**src/rtl/seven_seg_scan_driver.sv**
```systemverilog
// Time-multiplexed driver for a common-anode multi-digit 7-segment display.
// A load strobe captures a packed digit word, decimal points and the
// leading-zero blanking enable into shadow registers. A prescaler paces a
// digit scan. Every output is registered. The tick cycle between two digit
// slots is a blank "guard" cycle, which keeps the previous digit's segments
// from ghosting onto the next anode.

module seven_seg_scan_driver #(
  parameter int NUM_DIGITS  = 4,      // 1..8
  parameter int REFRESH_DIV = 50000,  // clk cycles per digit slot, >= 2
  parameter bit HEX_MODE    = 1'b0    // 1: codes 10..15 show A,b,C,d,E,F
) (
  input  logic                    clk,
  input  logic                    rst,
  input  logic                    load,
  input  logic [4*NUM_DIGITS-1:0] bcd,
  input  logic [NUM_DIGITS-1:0]   dp_in,
  input  logic                    blank_lz,
  output logic [6:0]              segment,
  output logic                    dp,
  output logic [NUM_DIGITS-1:0]   anode
);

  localparam int PRE_W = $clog2(REFRESH_DIV);
  localparam int IDX_W = (NUM_DIGITS > 1) ? $clog2(NUM_DIGITS) : 1;

  localparam logic [PRE_W-1:0] PRE_LAST  = PRE_W'(REFRESH_DIV - 1);
  localparam logic [IDX_W-1:0] IDX_LAST  = IDX_W'(NUM_DIGITS - 1);
  localparam logic [6:0]       SEG_BLANK = 7'b1111111;

  // Active-low {a,b,c,d,e,f,g} pattern for one 4-bit code. Codes 10..15
  // blank unless hex display is enabled, so a stray code never lights all
  // segments.
  function automatic logic [6:0] decode(input logic [3:0] code);
    logic [6:0] seg;
    case (code)
      4'h0:    seg = 7'b0000001;
      4'h1:    seg = 7'b1001111;
      4'h2:    seg = 7'b0010010;
      4'h3:    seg = 7'b0000110;
      4'h4:    seg = 7'b1001100;
      4'h5:    seg = 7'b0100100;
      4'h6:    seg = 7'b0100000;
      4'h7:    seg = 7'b0001111;
      4'h8:    seg = 7'b0000000;
      4'h9:    seg = 7'b0000100;
      4'hA:    seg = HEX_MODE ? 7'b0001000 : SEG_BLANK;
      4'hB:    seg = HEX_MODE ? 7'b1100000 : SEG_BLANK;
      4'hC:    seg = HEX_MODE ? 7'b0110001 : SEG_BLANK;
      4'hD:    seg = HEX_MODE ? 7'b1000010 : SEG_BLANK;
      4'hE:    seg = HEX_MODE ? 7'b0110000 : SEG_BLANK;
      4'hF:    seg = HEX_MODE ? 7'b0111000 : SEG_BLANK;
      default: seg = SEG_BLANK;
    endcase
    return seg;
  endfunction

  // Scan timing state
  logic [PRE_W-1:0] pre_q, pre_d;
  logic [IDX_W-1:0] idx_q, idx_d;
  logic             tick;

  // Shadow copy of the display value
  logic [4*NUM_DIGITS-1:0] sh_digits_q, sh_digits_d;
  logic [NUM_DIGITS-1:0]   sh_dp_q, sh_dp_d;
  logic                    sh_lz_q, sh_lz_d;

  // Registered pin drivers
  logic [6:0]            seg_q, seg_d;
  logic                  dp_q, dp_d;
  logic [NUM_DIGITS-1:0] anode_q, anode_d;

  // Per-digit helpers derived from the shadow value
  logic [NUM_DIGITS-1:0] blank_vec;
  logic                  zero_run;
  logic [3:0]            cur_code;
  logic                  cur_dp;
  logic                  cur_blank;
  logic [NUM_DIGITS-1:0] cur_anode;

  // Leading-zero mask: walk down from the most significant digit while
  // every digit seen so far is zero. Digit 0 is never blanked, so an
  // all-zero value still shows "0".
  // NOTE: every always_comb output gets a default before any branch or loop;
  // a path that leaves a signal unassigned would infer a latch.
  always_comb begin
    blank_vec = '0;
    zero_run  = 1'b1;
    for (int i = NUM_DIGITS - 1; i >= 0; i--) begin
      zero_run     = zero_run & (sh_digits_q[4*i +: 4] == 4'h0);
      blank_vec[i] = sh_lz_q & zero_run & (i != 0);
    end
  end

  // Select the code, decimal point, blank flag and anode of the scanned digit.
  always_comb begin
    cur_code  = 4'h0;
    cur_dp    = 1'b0;
    cur_blank = 1'b0;
    cur_anode = '1;
    for (int i = 0; i < NUM_DIGITS; i++) begin
      if (idx_q == IDX_W'(i)) begin
        cur_code     = sh_digits_q[4*i +: 4];
        cur_dp       = sh_dp_q[i];
        cur_blank    = blank_vec[i];
        cur_anode[i] = 1'b0;
      end
    end
  end

  // Prescaler and scan index. The index moves on only at the end of a slot.
  always_comb begin
    tick  = (pre_q == PRE_LAST);
    pre_d = tick ? '0 : pre_q + PRE_W'(1);
    idx_d = idx_q;
    if (tick) begin
      idx_d = (idx_q == IDX_LAST) ? '0 : idx_q + IDX_W'(1);
    end
  end

  // Shadow capture. New data shows up one edge after the load edge.
  always_comb begin
    sh_digits_d = sh_digits_q;
    sh_dp_d     = sh_dp_q;
    sh_lz_d     = sh_lz_q;
    if (load) begin
      sh_digits_d = bcd;
      sh_dp_d     = dp_in;
      sh_lz_d     = blank_lz;
    end
  end

  // Next pin state: blank guard on the tick, otherwise the scanned digit.
  // Blanking hides segments only; the decimal point stays under its own control.
  always_comb begin
    if (tick) begin
      anode_d = '1;
      seg_d   = SEG_BLANK;
      dp_d    = 1'b1;
    end else begin
      anode_d = cur_anode;
      seg_d   = cur_blank ? SEG_BLANK : decode(cur_code);
      dp_d    = ~cur_dp;
    end
  end

  // State registers with synchronous reset.
  // NOTE: sequential state uses non-blocking assignments only, so every flop
  // samples the pre-edge values regardless of statement order.
  // NOTE: the shadow registers are reset too; the display must show a
  // defined "0" straight out of reset instead of random power-up codes.
  always_ff @(posedge clk) begin
    if (rst) begin
      pre_q       <= '0;
      idx_q       <= '0;
      sh_digits_q <= '0;
      sh_dp_q     <= '0;
      sh_lz_q     <= 1'b0;
      seg_q       <= SEG_BLANK;
      dp_q        <= 1'b1;
      anode_q     <= '1;
    end else begin
      pre_q       <= pre_d;
      idx_q       <= idx_d;
      sh_digits_q <= sh_digits_d;
      sh_dp_q     <= sh_dp_d;
      sh_lz_q     <= sh_lz_d;
      seg_q       <= seg_d;
      dp_q        <= dp_d;
      anode_q     <= anode_d;
    end
  end

  assign segment = seg_q;
  assign dp      = dp_q;
  assign anode   = anode_q;

endmodule

```
**config.mk**
```make
export PLATFORM = sky130hd
export DESIGN_NAME = seven_seg_scan_driver
export DESIGN_NICKNAME = d
export VERILOG_FILES = /design/src/rtl/seven_seg_scan_driver.sv
export SDC_FILE = /design/constraint.sdc
export NUM_CORES = 1
export LEC_CHECK = 0
export ABC_AREA = 1
export CORE_MARGIN = 2
export CORE_UTILIZATION = 45
export DETAILED_ROUTE_END_ITERATION = 7
export PLACE_DENSITY_LB_ADDON = 0.08
export SLEW_MARGIN = 20
export SYNTH_ARGS = -nofsm -noshare
export SYNTH_HDL_FRONTEND = slang
export SYNTH_SLANG_ARGS = --single-unit
export TNS_END_PERCENT = 50
```
**constraint.sdc**
```tcl
create_clock -name clk -period 2.41 [get_ports clk]
set_input_delay 0.241 -clock clk [delete_from_list [all_inputs] [get_ports clk]]
set_output_delay 0.241 -clock clk [all_outputs]
set_load 0.02 [all_outputs]
```
==> results of run 1 <==
==> worst reg2reg max path, stage by stage (launching register included) <==
cell and delay [ns]:
dfxtp_1 0.38, inv_1 0.10, ha_1 0.33, a21oi_1 0.17, nand2_1 0.07, a21boi_1 0.19
inv_1 0.11, ha_1 0.22, nand3b_1 0.18, nand3_1 0.10, nand3_1 0.07
==> cells in the mapped netlist, drive strengths merged <==
cell type	instances	area (µm²)
nor2	64	272.8
nand2	59	274.0
dfxtp	51	1021
inv	33	123.9
nand3	27	150.2
o21ai	25	136.4
a21oi	21	112.6
ha	11	137.6
nor3	6	51.30
clkbuf	5	18.77
xor2	4	35.03
buf	3	27.52
nand4	3	18.77
a21boi	2	15.01
clkinv	2	8.750
nor4	2	12.51
nand3b	1	7.510
nor3b	1	12.51
o211ai	1	7.510
o31ai	1	7.510
==> power by group <==
group	internal [µW]	switching, µW
logic	104	111
registers	885	21.6
clock network	414	284
==> kinds of logic (layout without fill, tap and decap cells) <==
group / after synthesis / in the layout / synth area share, %
compound gates: 50 / 50 / 11.38
xor+xnor: 4 / 4 / 1.429
fa+ha+maj: 11 / 11 / 5.615
buf+inv: 43 / 83 / 7.299
flops: 51 / 51 / 41.65
simple gates: 163 / 163 / 32.62
==> routing by layer <==
metal	vias up	GRT usage (%)
li1	1117	-
met1	942	22.29
met2	31	30.95
met3	2	3.837
met4	0	5.357
met5	-	0
==> layout make-up <==
cell class	instances	area [µm²]	share of cell area, %
Tap cell	70	87.58	2.903
Inverter	35	132.6	4.397
Multi-Input combinational cell	228	1251	41.48
Sequential cell	51	1021	33.84
Timing Repair Buffer	40	387.9	12.86
Clock buffer	5	68.82	2.281
Clock inverter	3	67.56	2.240
==> through the flow <==
stage | hold WS [ns] | instances | utilization (%) | cell area, µm² | power (µW)
6_report | 0.4528 | 432 | 58.32 | 3017 | 1819
5_1_grt | 0.4898 | 432 | 58.32 | 3017 | 1904
4_1_cts | 0.4601 | 432 | 58.32 | 3017 | 1838
3_5_place_dp | 0.4390 | 424 | 55.68 | 2880 | 1142
3_3_place_gp | 0.4322 | 424 | 55.68 | 2880 | 1140
2_1_floorplan | 0.3101 | 322 | - | 2451 | 1043
==> flip-flops by register name, summed over array words and instances (netlist names) <==
signal and flops:
anode 4, idx_q 2, segment 7, dp 1, sh_dp_q 4, pre_q 16, sh_digits_q 16, sh_lz_q 1
==> path summary, 6_finish.rpt <==
kind              startpoint          to  slack (ns)  cells past startpoint
hold reg to reg     pre_q[0]    pre_q[0]        0.45                      1
setup / recovery    idx_q[0]  segment[3]        0.37                     10
setup reg to reg    idx_q[0]  segment[3]        0.37                     10
hold / removal      pre_q[0]    pre_q[0]        0.45                      1
==> summary.txt, run 1 <==
Status - finished clean
CP delay by family, top - adder cells
CP max stage cell - dfxtp_1
H-tree depth - 2
RSZ-0062 raised after global routing - no
Syn. warnings - 0
Setup CP Type - register to register
Delay of the slowest cell on the worst path - 0.38 ns
Net Count, Synth - 357
Highest Signal Layer - met4
CP Data Arrival Time - 2.22 ns
Io pins - 36
Root Driver - clkbuf_8
Fraction of layout cells with a size suffix above 1 - 12.71%
DRT antenna net count - 0
Row cnt - 26
Total CTS buffers - 5
Fin crit share - 84.61%
Mean post-synth cell area - 7.612 µm²
Worst Path Required - 2.60 ns
Final Critical Period - 2.039 ns
Met2 routed WL - 2420 µm
Area grow syn2layout - 23.07%
HP Class - register to register
Least-Margin Pin Slew - 0.5728 ns
Final hold vios - 0
Wire per inst - 11.37 µm
Global placement routability congestion - 0.8601
Vias in the first global route - 1985
Core Footprint - 5172 µm²
Post-Syn Instances - 322
First DRT Iteration DRCs - 52
Setup WS post-layout - 0.3708 ns
Most frequent cells in the layout - nor2_1 (59), dfxtp_1 (51), nand2_1 (46)
#FFs+latches synth - 51
Ant diodes - 0
Power density over the cells - 603.1 nW/µm²
Register area share after synthesis - 41.65%
Grt ovf - 0
Die Area - 6054 µm²
Setup TNS - 0 ns
Initial antenna violation count - 0
Worst setup SP type - register
WL final - 4910 µm
# Max-Cap Violations - 0
PortBufs - 35
Clock-pin transition on the worst setup and hold timing paths - 0.09 ns
WP buf/inv - 2
Vias per cell - 4.843
Tot GR Track Use - 17.92%
Pre-CTS setup slack - 0.4424 ns
Crit path cell chain - inv_1, ha_1, a21oi_1, nand2_1, a21boi_1, inv_1, ha_1, nand3b_1, nand3_1, nand3_1
Leakage - 0.001287 µW
Largest net degree at the start of global routing - 22
Wl on met1 - 2327 µm
Peak supply drop - 0.2599 mV
# nets final - 396
Synthesized cell area - 2451 µm²
CTS tree - built
Clock sinks - 51
DRC viols - 0
Vert. Die Dim - 77.81 µm
FMAX - 490.4 MHz
Clk_skew - 0.006683 ns
Hold-fix buffers at CTS - 0
Met3 Wirelength - 140 µm
# fillers - 506
Die Span X - 77.81 µm
Max-slew violations - 0
DRT Pass-1 Iters - 4
Initial Utilization - 47.39%
Global-route wire length before repair - 8742 µm
Commonest non-fill, non-tap cell in the layout - nor2_1
Post-CTS Setup Bufs - 0
Max Fanout on Critical Path - 9
Yosys cell types - 33
Clk buf depth - 2
Setup crit end kind - register
Final setup viols - 0
DPL Wire Length - 3719 µm
Post-cts resize count - 0
Routed vias - 2092
Worst skew pair latency - 0.30 ns
Slew Limit Headroom - 61.46%
Note: power is estimated with default switching activity, not from simulation.
==> run 2: changes to the inputs <==
==> constraint.sdc (replaced) <==
create_clock -name clk -period 2.1 [get_ports clk]
set_input_delay 0.21 -clock clk [delete_from_list [all_inputs] [get_ports clk]]
set_output_delay 0.21 -clock clk [all_outputs]
set_load 0.02 [all_outputs]
==> run 2 against run 1 <==
Against the previous run:
- cell area down 0.75%
- critical path type unchanged
- utilization down 0.44 points
- largest cell class unchanged
- critical path depth unchanged
- largest power group unchanged
- clock skew down 0.0025 ns
- fmax up 7.3%
- worst setup slack worse by 0.17 ns
==> summary.txt, run 2 (synthesis results as in run 1) <==
Status - finished clean
Routed vias - 2073 (-0.91%)
Worst setup SP type - register
Io pins - 36 (unchanged)
Setup CP Type - register to register
Core Footprint - 5172 µm² (unchanged)
Sequential Power Share - 57.2% (+7.4 points)
Internal cell power - 1370 µW (-2.4%)
Setup TNS - 0 ns (unchanged)
Grt ovf - 0 (unchanged)
Final std cells w/o fill - 435 (+0.69%)
Tot GR Track Use - 17.69% (-0.23 points)
GRT met1 Usage - 21.03% (-1.3 points)
Fin crit share - 90.53% (+5.9 points)
R2r setup slk - 0.20 ns (-0.17 ns)
Sw power - 449.7 µW (+8.0%)
Dpl cells - 426 (+0.47%)
Setup crit end kind - register
Clock-pin transition on the worst setup and hold timing paths - 0.09 ns (about the same)
Most frequent cells in the layout - nor2_1 (59), dfxtp_1 (50), nand2_1 (46)
Vias in the first global route - 1992 (+0.35%)
Worst hold path depth - 1 (unchanged)
DPL Wire Length - 3700 µm (-0.52%)
Reg2Reg Depth - 10 (unchanged)
Final hold vios - 0 (unchanged)
Fraction of layout cells with a size suffix above 1 - 13.97% (+1.3 points)
Hold path endpoint - pre_q[0]
DRT Pass-1 Iters - 6 (+2)
Clk pwr share - 29.4% (-9.0 points)
CTS tree - built
R2R Path Start - idx_q[1]
CP Data Arrival Time - 2.08 ns (-0.14 ns)
First DRT Iteration DRCs - 63 (+21%)
Leakage - 0.001278 µW (-0.69%)
Largest net degree at the start of global routing - 26 (+18%)
Initial antenna violation count - 0 (unchanged)
Clk buf depth - 2 (unchanged)
Ant diodes - 0 (unchanged)
Final Critical Period - 1.901 ns (-0.1380 ns)
Slew Limit Headroom - 55.38% (-6.1 points)
Met2 global-route usage - 31.12% (+0.17 points)
Hold_sp - pre_q[0]
Max-slew violations - 0 (unchanged)
Worst Hold Slack - 0.4539 ns (+0.001062 ns)
Total CTS buffers - 5 (unchanged)
Clock sinks - 51 (unchanged)
Area grow syn2layout - 22.15%
GR met3 Demand/Resource - 3.837% (unchanged)
DRC viols - 0 (unchanged)
WL final - 4807 µm (-2.1%)
Vert. Die Dim - 77.81 µm (unchanged)
Sw frac - 24.72% (+1.8 points)
Wire per inst - 11.05 µm (-2.8%)
# nets final - 399 (+0.76%)
Final setup viols - 0 (unchanged)
GRT busiest layer - met2
Peak supply drop - 0.2966 mV (+14%)
Commonest non-fill, non-tap cell in the layout - nor2_1
Initial Utilization - 47.39% (unchanged)
RSZ-0062 raised after global routing - no
Die Span X - 77.81 µm (unchanged)
Least-Margin Pin Slew - 0.6686 ns (+0.09577 ns)
PortBufs - 35 (unchanged)
Clk_skew - 0.004141 ns (-0.002542 ns)
Vias per cell - 4.766 (-1.6%)
Worst Path Required - 2.28 ns (-0.32 ns)
Terminus of the critical flop-to-flop path - segment[6]
Row cnt - 26 (unchanged)
Root Driver - clkbuf_8
Gate power share - 13.5% (+1.7 points)
Power density over the cells - 607.6 nW/µm² (+0.76%)
H-tree depth - 2 (unchanged)
Die Area - 6054 µm² (unchanged)
Hold-fix buffers at CTS - 0 (unchanged)
Global placement routability congestion - 0.8522 (-0.92%)
DRT antenna net count - 0 (unchanged)
FMAX - 526.0 MHz (+7.3%)
Worst skew pair latency - 0.30 ns (about the same)
Max Fanout on Critical Path - 7 (-2)
HP Class - register to register
# Max-Cap Violations - 0 (unchanged)
Global-route wire length before repair - 8645 µm (-1.1%)
## run 2: cell types whose count changed in the layout (fill, tap and decap cells not counted)
| cell | change |
|---|---|
| ha_2 | +2 |
| clkbuf_1 | +2 |
| a21boi_2 | +1 |
| ha_1 | -2 |
| bufinv_16 | -2 |
| clkinvlp_4 | -1 |
| dfxtp_2 | +1 |
| dfxtp_1 | -1 |
| a21boi_1 | -1 |
| clkinv_2 | +1 |
| buf_4 | +3 |
## run 2: critical path, cell delays in order, from the launching register on
cell and delay [ns]:
dfxtp_1 0.40, inv_1 0.08, ha_2 0.22, a21oi_1 0.16, nand2_1 0.08, a21boi_2 0.21, inv_1 0.10, ha_1 0.20
nand3b_1 0.17, nand3_1 0.10, nand3_1 0.07
## run 2: area by class of cell
type | count | area [µm²]
fill | 520 | 2178
multi-input combinational | 228 | 1260
timing repair buffer | 43 | 410.4
clock buffer | 7 | 76.32
clock inverter | 1 | 5.005
tap | 70 | 87.58
inverter | 35 | 132.6
sequential | 51 | 1022
## run 2: how the worst max path moves through the flow
stage,start,to,slack (ns),depth (start not counted)
6_report,idx_q[1],segment[6],0.20,10
3_5_place_dp,idx_q[1],segment[6],0.05,11
5_1_grt,idx_q[1],segment[3],0.02,10
2_1_floorplan,idx_q[0],segment[3],0.15,11
3_3_place_gp,idx_q[0],segment[3],0.14,10
4_1_cts,idx_q[1],segment[6],0.04,10
## run 2: power groups by stage
stage | clock [µW] | combinational [µW] | sequential, µW
6_report | 535 | 245 | 1040
5_1_grt | 602 | 277 | 1050
4_1_cts | 558 | 246 | 1040
3_5_place_dp | 0 | 244 | 1060
3_3_place_gp | 0 | 244 | 1060
2_1_floorplan | 0 | 120 | 1080
## run 2: repair_timing
action	CTS	global route
buffers inserted	0	1
resized for setup	0	4
endpoints found under the setup margin	0	5
## run 2: through the flow
step | instance area (µm²) | total power [µW] | setup WS, ns | utilization [%]
2_1_floorplan | 2451 | 1196 | 0.1457 | -
3_3_place_gp | 2895 | 1306 | 0.1404 | 55.97
3_5_place_dp | 2895 | 1307 | 0.04597 | 55.97
4_1_cts | 2977 | 1844 | 0.03771 | 57.55
5_1_grt | 2994 | 1925 | 0.01960 | 57.89
6_report | 2994 | 1819 | 0.1988 | 57.89
## run 2: metal layers
| layer | wire [µm] | vias up | share of wire, % |
|---|---|---|---|
| met5 | 0 | - | 0 |
| met4 | 69 | 0 | 1.4 |
| met3 | 148 | 6 | 3.1 |
| met2 | 2337 | 31 | 49 |
| met1 | 2252 | 918 | 47 |
| li1 | - | 1118 | - |
==> run 3: changes to the inputs <==
==> constraint.sdc (replaced) <==
create_clock -name clk -period 1.8 [get_ports clk]
set_input_delay 0.18 -clock clk [delete_from_list [all_inputs] [get_ports clk]]
set_output_delay 0.18 -clock clk [all_outputs]
set_load 0.02 [all_outputs]
==> run 3 against run 2 <==
Against the previous run:
- global-route usage down 0.72 points
- cell count is 2.1% higher
- sequential share of layout area decreased by 1.7 points
- flip-flop and latch count is the same
- non-clock buffer count increased by 9
- clock skew increased by 0.0051 ns
- clock-buffer cell count up 1
- fmax grew 11%
- wire length grew 3.3%
- clock power grew 33%
- critical endpoint is now segment[3]
- largest cell class unchanged
==> summary.txt, run 3 (synthesis results as in run 1) <==
Peak supply drop - 0.4139 mV (+40%)
Delay of the slowest cell on the worst path - 0.39 ns (about the same)
FMAX - 584.7 MHz (+11%)
WL final - 4968 µm (+3.3%)
Global-route wire length before repair - 8424 µm (-2.6%)
Power density over the cells - 703.3 nW/µm² (+16%)
Final std cells w/o fill - 444 (+2.1%)
Ant diodes - 0 (unchanged)
Vias in the first global route - 1985 (-0.35%)
DRT Pass-1 Iters - 4 (-2)
Largest net degree at the start of global routing - 22 (-15%)
Global placement routability congestion - 0.8759 (+2.8%)
CTS tree - built
Core Footprint - 5172 µm² (unchanged)
DRC viols - 0 (unchanged)
Least-Margin Pin Slew - 0.5261 ns (-0.1425 ns)
PortBufs - 35 (unchanged)
Dpl cells - 430 (+0.94%)
Worst Path Required - 1.98 ns (-0.30 ns)
Vias per cell - 4.782 (+0.34%)
H-tree depth - 2 (unchanged)
Register area - 1028 µm² (+0.61%)
Clock-pin transition on the worst setup and hold timing paths - 0.08 ns (about the same)
Vert. Die Dim - 77.81 µm (unchanged)
Worst setup SP type - register
Worst skew pair latency - 0.30 ns (about the same)
Max-slew violations - 0 (unchanged)
Tot GR Track Use - 16.97% (-0.72 points)
Most frequent cells in the layout - nor2_1 (59), dfxtp_1 (49), nand2_1 (46)
HP Class - register to register
Area grow syn2layout - 29.25%
Setup crit end kind - register
CP max stage cell - dfxtp_4
Total CTS buffers - 5 (unchanged)
Crit path cell chain - inv_4, ha_4, inv_4, nand3_1, nand2_1, nand2_2, nand2_4, inv_2, ha_4, nand2_1, nand3_1, nand3_1
Area of the multi-input gates - 1334 µm² (+5.9%)
Setup CP Type - register to register
Initial antenna violation count - 0 (unchanged)
Final core occ - 61.25% (+3.4 points)
# fillers - 463 (-11%)
Final instance area - 3168 µm² (+5.8%)
# nets final - 408 (+2.3%)
Critical Path Most Common Cell - nand3_1
Met2 routed WL - 2495 µm (+6.8%)
Row cnt - 26 (unchanged)
Final Critical Period - 1.710 ns (-0.1909 ns)
Final hold vios - 0 (unchanged)
RSZ-0062 raised after global routing - yes
Leakage - 0.001343 µW (+5.1%)
Io pins - 36 (unchanged)
Placed cell areas - 2935 µm² (+1.4%)
CP Data Arrival Time - 1.89 ns (-0.19 ns)
Hold-fix buffers at CTS - 0 (unchanged)
Clk_skew - 0.009200 ns (+0.005059 ns)
Die Span X - 77.81 µm (unchanged)
Initial Utilization - 47.39% (unchanged)
Status - finished clean
Routed vias - 2123 (+2.4%)
Root Driver - clkbuf_8
Power Total - 2228 µW (+22%)
Worst Hold Slack - 0.4506 ns (-0.003309 ns)
DPL Wire Length - 3719 µm (+0.54%)
First DRT Iteration DRCs - 61 (-3.2%)
Slew Limit Headroom - 64.60% (+9.2 points)
Met3 Wirelength - 128 µm (-14%)
Final setup viols - 0 (unchanged)
Fin crit share - 95.02% (+4.5 points)
Wl on met1 - 2295 µm (+1.9%)
Grt ovf - 0 (unchanged)
Fraction of layout cells with a size suffix above 1 - 19.52% (+5.5 points)
Highest Signal Layer - met4
Die Area - 6054 µm² (unchanged)
Max Fanout on Critical Path - 6 (-1)
Wire per inst - 11.19 µm (+1.3%)
# Max-Cap Violations - 0 (unchanged)
Clock sinks - 51 (unchanged)
Commonest non-fill, non-tap cell in the layout - nor2_1
Clk buf depth - 2 (unchanged)
DRT antenna net count - 0 (unchanged)
run 3: through the flow:
step | setup slack, ns | TNS, ns
3_3_place_gp | 0.03363 | 0
2_1_floorplan | 0.01710 | 0
5_1_grt | -0.008291 | -0.01412
3_5_place_dp | -0.04531 | -0.07837
6_report | 0.08970 | 0
4_1_cts | 0.0005209 | 0
run 3: routing by layer:
metal  vias to the layer above  track usage (%)
li1                       1134                -
met1                       959            20.06
met2                        25            30.52
met3                         5            3.837
met4                         0            4.821
met5                         -                0
run 3: final timing paths:
kind	startpoint	to	slack, ns	cells past startpoint
worst max-delay path	idx_q[1]	segment[3]	0.09	12
worst min-delay path	pre_q[0]	pre_q[0]	0.45	1
worst max register to register	idx_q[1]	segment[3]	0.09	12
worst min register to register	pre_q[0]	pre_q[0]	0.45	1
run 3: power breakdown:
group | switching [µW] | internal (µW)
logic | 155 | 152
registers | 29.3 | 1180
clock network | 360 | 351
total | 543 | 1680
run 3: repair_timing:
| item | 4_1_cts | 5_1_grt |
|---|---|---|
| gates cloned | 0 | 0 |
| pin swaps | 1 | 10 |
| resized for setup | 1 | 20 |
| setup buffers | 1 | 5 |
| endpoints found under the setup margin | 2 | 6 |
run 3: critical path: cells and delay by family (launching register included):
kind	cells	cell delay, ns
AND/OR/NAND/NOR	7	0.54
buffers and inverters	3	0.20
flip-flops	1	0.39
adder cells (fa/ha/maj)	2	0.45
run 3: area by class of cell:
class | instances | area share (%)
Clock buffer | 8 | 3.160
Inverter | 35 | 4.423
Multi-Input combinational cell | 228 | 42.10
Sequential cell | 51 | 32.46
Tap cell | 70 | 2.765
Timing Repair Buffer | 52 | 15.09
